===== src/rtl/key_led_ctrl.sv =====
// Push-button debouncer and LED pattern sequencer: keys select a walk direction, a free-running counter paces the LEDs.
// Latency: key_level/key_rise DEBOUNCE_CNT+2 cycles after a stable raw level, mode +1 cycle, led_out +1 more cycle.
// Backpressure: none; keys are sampled every cycle and all outputs are free-running registers.
module key_led_ctrl #(
  parameter int NUM_KEYS     = 2,
  parameter int NUM_LEDS     = 4,
  parameter int DEBOUNCE_CNT = 8192,
  parameter int STEP_W       = 26
) (
  input  logic                              clk_50m,
  input  logic                              rst_n,
  input  logic [NUM_KEYS-1:0]               key,
  output logic [NUM_KEYS-1:0]               key_level,
  output logic [NUM_KEYS-1:0]               key_rise,
  output logic [$clog2(NUM_KEYS+1)-1:0]     mode,
  output logic [NUM_LEDS-1:0]               led_out
);

  localparam int MODE_W = $clog2(NUM_KEYS+1);
  localparam int POS_W  = $clog2(NUM_LEDS);
  localparam int CNT_W  = $clog2(DEBOUNCE_CNT);

  localparam logic [CNT_W-1:0]  CNT_LAST = CNT_W'(DEBOUNCE_CNT-1);
  localparam logic [CNT_W-1:0]  CNT_ONE  = CNT_W'(1);
  localparam logic [POS_W-1:0]  POS_LAST = POS_W'(NUM_LEDS-1);
  localparam logic [POS_W-1:0]  POS_ONE  = POS_W'(1);
  localparam logic [STEP_W-1:0] STEP_ONE = STEP_W'(1);

  // Synchronizer stages; raw keys touch nothing but key_meta.
  logic [NUM_KEYS-1:0] key_meta;
  logic [NUM_KEYS-1:0] key_sync;

  // Debounce state, one counter per key.
  logic [CNT_W-1:0]    db_cnt     [NUM_KEYS];
  logic [CNT_W-1:0]    db_cnt_nxt [NUM_KEYS];
  logic [NUM_KEYS-1:0] level_nxt;
  logic [NUM_KEYS-1:0] rise_nxt;

  // Pattern sequencing state.
  logic [STEP_W-1:0]   step_cnt;
  logic                strobe;
  logic [POS_W-1:0]    pos;
  logic [POS_W-1:0]    pos_nxt;
  logic [POS_W-1:0]    pos_rev;
  logic [MODE_W-1:0]   mode_nxt;
  logic [NUM_LEDS-1:0] led_nxt;

  // Two-flop synchronizer on every key bit.
  always_ff @(posedge clk_50m or negedge rst_n) begin
    if (!rst_n) begin
      key_meta <= '0;
      key_sync <= '0;
    end else begin
      key_meta <= key;
      key_sync <= key_meta;
    end
  end

  // Per-key debounce: a level differing from the accepted one must persist for
  // DEBOUNCE_CNT consecutive cycles; any return to the accepted level restarts it.
  always_comb begin
    level_nxt = key_level;
    rise_nxt  = '0;
    for (int i = 0; i < NUM_KEYS; i++) begin
      db_cnt_nxt[i] = db_cnt[i];
      if (key_sync[i] == key_level[i]) begin
        db_cnt_nxt[i] = '0;
      end else if (db_cnt[i] == CNT_LAST) begin
        level_nxt[i]  = key_sync[i];
        rise_nxt[i]   = key_sync[i];
        db_cnt_nxt[i] = '0;
      end else begin
        db_cnt_nxt[i] = db_cnt[i] + CNT_ONE;
      end
    end
  end

  // Debounce registers; key_rise is high only for the acceptance cycle of a press.
  always_ff @(posedge clk_50m or negedge rst_n) begin
    if (!rst_n) begin
      for (int i = 0; i < NUM_KEYS; i++) begin
        db_cnt[i] <= '0;
      end
      key_level <= '0;
      key_rise  <= '0;
    end else begin
      for (int i = 0; i < NUM_KEYS; i++) begin
        db_cnt[i] <= db_cnt_nxt[i];
      end
      key_level <= level_nxt;
      key_rise  <= rise_nxt;
    end
  end

  // Mode select: lowest pulsing key index wins; no pulse keeps the mode.
  // Mode 0 is only ever produced by reset since every pulse maps to i+1.
  always_comb begin
    mode_nxt = mode;
    for (int i = NUM_KEYS-1; i >= 0; i--) begin
      if (key_rise[i]) begin
        mode_nxt = MODE_W'(i+1);
      end
    end
  end

  assign strobe = &step_cnt;

  // Walk position: restart at 0 on any key press, otherwise step on the strobe
  // with an explicit wrap so non-power-of-two LED counts stay in range.
  always_comb begin
    pos_nxt = pos;
    if (|key_rise) begin
      pos_nxt = '0;
    end else if (strobe) begin
      pos_nxt = (pos == POS_LAST) ? '0 : pos + POS_ONE;
    end
  end

  assign pos_rev = POS_LAST - pos;

  // LED pattern: common blink in mode 0, upward walk in odd modes, downward in even.
  always_comb begin
    led_nxt = '0;
    if (mode == '0) begin
      led_nxt = {NUM_LEDS{step_cnt[STEP_W-1]}};
    end else if (mode[0]) begin
      led_nxt[pos] = 1'b1;
    end else begin
      led_nxt[pos_rev] = 1'b1;
    end
  end

  // Sequencer registers; step_cnt free-runs and is cleared only by reset.
  always_ff @(posedge clk_50m or negedge rst_n) begin
    if (!rst_n) begin
      step_cnt <= '0;
      mode     <= '0;
      pos      <= '0;
      led_out  <= '0;
    end else begin
      step_cnt <= step_cnt + STEP_ONE;
      mode     <= mode_nxt;
      pos      <= pos_nxt;
      led_out  <= led_nxt;
    end
  end

endmodule


===== config.mk =====
export PLATFORM = sky130hd
export DESIGN_NAME = key_led_ctrl
export DESIGN_NICKNAME = d
export VERILOG_FILES = /design/src/rtl/key_led_ctrl.sv
export SDC_FILE = /design/constraint.sdc
export NUM_CORES = 1
export LEC_CHECK = 0
export CAP_MARGIN = 10
export CELL_PAD_IN_SITES_DETAIL_PLACEMENT = 1
export CELL_PAD_IN_SITES_GLOBAL_PLACEMENT = 2
export CORE_ASPECT_RATIO = 1.2
export CORE_MARGIN = 3
export CORE_UTILIZATION = 40
export DETAILED_ROUTE_END_ITERATION = 8
export GPL_TIMING_DRIVEN = 0
export PLACE_DENSITY = 0.82
export SLEW_MARGIN = 20
export SYNTH_ARGS = -nofsm -noshare
export SYNTH_HDL_FRONTEND = slang
export SYNTH_SLANG_ARGS = --single-unit

===== constraint.sdc =====
create_clock -name clk_50m -period 1.76 [get_ports clk_50m]
set_input_delay 0.176 -clock clk_50m [delete_from_list [all_inputs] [get_ports clk_50m]]
set_output_delay 0.176 -clock clk_50m [all_outputs]
set_load 0.01 [all_outputs]

==> impl_summary.txt <==
----------------------------------------------------
[Job]
  Number of maximum-capacitance constraint violations ... 0

[STA]
  Max-slew violation count ... 0
  Timing-limited maximum frequency ... 0.588 GHz
  Time the final worst path needs with I/O delays and setup ... 1.70 ns
  Count of endpoints failing hold in the final timing report ... 0
  Worst clock skew ... 0.00551 ns
  Period Utilization, post-route ... 96.6%
  Unrepaired setup endpoints after global routing ... yes
  Final number of setup-violating endpoints ... 0
  Worst slew margin relative to its limit ... 67.5%
  Transition at the pin with the smallest max-transition slack ... 0.484 ns

[Yosys]
  Yosys synthesis warning count ... 0
  Cell taking the most area after synthesis ... dfrtp_1
  Flop and latch count out of synthesis ... 68
  Gate Count Post-Synth ... 274
  Synth Area per Inst ... 11.1 µm²
  Number of enable-type register cells in the synthesized netlist ... 0
  Most common library cells after synthesis ... 68 x dfrtp_1, 40 x nor2_1, 32 x xnor2_1
  Nets in the synthesized netlist ... 285
  Ys flop type ... dfrtp_1
  Most numerous cell in the Yosys netlist ... dfrtp_1
  Area contributors post-synth ... dfrtp_1 56%, xnor2_1 9.2%, nor2_1 5.0%
  Top cell type's share of synthesized area ... 56.2%
  Count of cell types in the netlist ... 30
  Cell area after synthesis ... 3030 µm²
  Share of synthesized area occupied by flip-flops and latches ... 56.2%
  Share of async-settable or async-resettable flops after synthesis ... 100%

[Power and ir drop]
  Max IR drop VDD ... 0.437 mV
  Leak ... 0.00164 µW
  Power density over cell area ... 788 nW/µm²

[Drt]
  Antenna viol nets, final ... 0
  Avg WL per Cell ... 14.6 µm
  Detailed-route wire length ... 5.85 mm
  DRC violation count after routing ... 0
  First drt pass iteration count ... 4
  Overall via count from detail_route ... 2057
  Starting DRT DRC Count ... 75
  Via count normalized by instance count ... 5.14

[Placement]
  Half-perimeter wire length of the detailed placement result ... 4.03 mm
  Global placer's final weighted congestion ... 0.725
  PortBufs ... 13
  Post-Place Cell Area ... 3290 µm²

[Clock tree]
  Clock slew at reported path FFs ... 0.07 ns
  CTS H-tree depth ... 3
  Clock latency reported for the late side of the worst-skew pair ... 0.34 ns
  CTS Buf Count ... 9
  Root buffer selected by CTS ... clkbuf_8
  CTS tree ... yes
  Maximum number of buffers from clock root to sink ... 2
  CTS sink cnt ... 68

[Finish]
  Final Util ... 48.5%
  Area growth syn-to-layout ... 17.1%
  Final net count ... 316
  Layout cell share with drive strength beyond 1 ... 14.2%
  Ant. Diodes ... 0
  Final instance area ... 3550 µm²

[Worst hold path]
  Min-Delay Path Class ... in2reg
  Worst hold stages ... 1

[Setup path]
  Data arrival time of the critical path ... 1.92 ns
  Worst r2r path cells ... 7
  Worst setup EP type ... flop
  Startpoint types ... flop
  Critical-path maximum fanout ... 5
  Required time at the endpoint of the critical path ... 1.98 ns
  Type of the setup path with the least slack ... reg2reg

[Die]
  Die Wd ... 85.5 µm
  Number of core rows ... 34
  Total core area ... 7320 µm²
  Vertical extent of the die ... 101 µm
  Count of boundary I/O pins ... 14
  Die outline area ... 8660 µm²
  Initial standard-cell utilization of the core ... 41.4%

[Global route]
  Maximum number of pins on one net before global-route repair ... 40
  Antenna violations before repair ... 0
  Vias in the first global route ... 2162
  Global-route congestion overflow total ... 0
  Total GRT Usage ... 15.1%
  First-pass GRT wire length ... 10.3 mm

[Run status]
  Result of the run ... completed

----------------------------------------------------
==> flip-flops by register name, indices dropped and copies added (netlist names) <==
name / flops
mode: 2
db_cnt: 26
key_rise: 2
step_cnt: 26
pos: 2
key_sync: 2
key_level: 2
led_out: 4
key_meta: 2
==> kinds of logic after synthesis <==
kind of cell    share of synthesized area [%]
buf+inv                                  2.11
compound gates                           2.81
flops                                    56.2
fa+ha+maj                                2.89
mux                                     0.743
simple gates                             22.0
xor+xnor                                 13.3
==> cell usage in the layout (no fill, tap or decap), types with 4 or more instances in the layout <==
master / instances
nand4_1: 10
dfrtp_1: 67
nand2_1: 18
xnor2_1: 32
clkdlybuf4s50_1: 12
clkinv_2: 4
nand3_1: 20
nor4_4: 4
xor2_1: 14
ha_1: 5
nor3_1: 7
and3_1: 8
clkbuf_8: 10
nor2_1: 40
inv_1: 10
a21oi_1: 6
o21ai_0: 4
buf_4: 9
==> final timing paths <==
kind	start	slack, ns	endpoint
max	step_cnt[0]$_DFF_PN0_	0.06	step_cnt[18]$_DFF_PN0_
min	key[1]	0.27	key_meta[1]$_DFF_PN0_
max reg2reg	step_cnt[0]$_DFF_PN0_	0.06	step_cnt[18]$_DFF_PN0_
min reg2reg	key_meta[1]$_DFF_PN0_	0.35	key_sync[1]$_DFF_PN0_
max in group asynchronous	rst_n	0.91	db_cnt[1]$_DFF_PN0_
min in group asynchronous	rst_n	0.31	step_cnt[4]$_DFF_PN0_
==> power by group <==
group | leakage (µW) | total (µW) | switching [µW] | internal, µW
clock | 0.0000889 | 1120 | 581 | 540
combinational | 0.000631 | 80.1 | 51.9 | 28.2
sequential | 0.000921 | 1590 | 15.7 | 1580
==> routing by layer <==
layer  global-route usage (%)  wire length [µm]  up-vias
met3                     3.17               126       12
met1                     19.0              2650     1038
li1                         -                 -      991
met4                     6.94               124        0
met5                        0                 0        -
met2                     25.0              2950       16
==> worst max-delay path: stages (launching register included) <==
cell and delay (ns):
dfrtp_2 0.40, ha_2 0.23, nand4_1 0.09, buf_4 0.18, nor4_4 0.24, buf_4 0.17, nand3_1 0.11, xnor2_1 0.15
==> layout make-up <==
cell class | instances | area (µm²)
clock buffers | 11 | 141
fillers | 818 | 3770
flip-flops and latches | 68 | 1700
multi-input cells | 192 | 1310
repair buffers | 20 | 195
clock inverters | 5 | 27.5
well taps | 90 | 113
inverters | 10 | 37.5
plain buffers | 4 | 26.3
==> through the flow <==
step | worst slack [ns] | total power [µW] | TNS, ns | hold slack, ns | cells
3_3_place_gp | -1.80 | 1700 | -123.87 | 0.333 | 377
3_5_place_dp | -0.204 | 1710 | -2.25 | 0.141 | 378
4_1_cts | 0.00579 | 2840 | 0 | 0.259 | 397
2_1_floorplan | 0.138 | 1650 | 0 | -0.120 | 274
5_1_grt | -0.0548 | 2930 | -0.0656 | 0.250 | 400
6_report | 0.0605 | 2790 | 0 | 0.272 | 400
==> timing repair <==
| action | in CTS | in global routing |
|---|---|---|
| gates cloned | 0 | 0 |
| hold buffers | 1 | 0 |
| buffers inserted | 2 | 3 |
| pin swaps | 2 | 3 |
| endpoints found under the setup margin | 29 | 34 |
| resized for setup | 2 | 6 |
| hold endpoints to repair | 29 | 0 |
No activity file was read; power rests on OpenSTA's default activity.
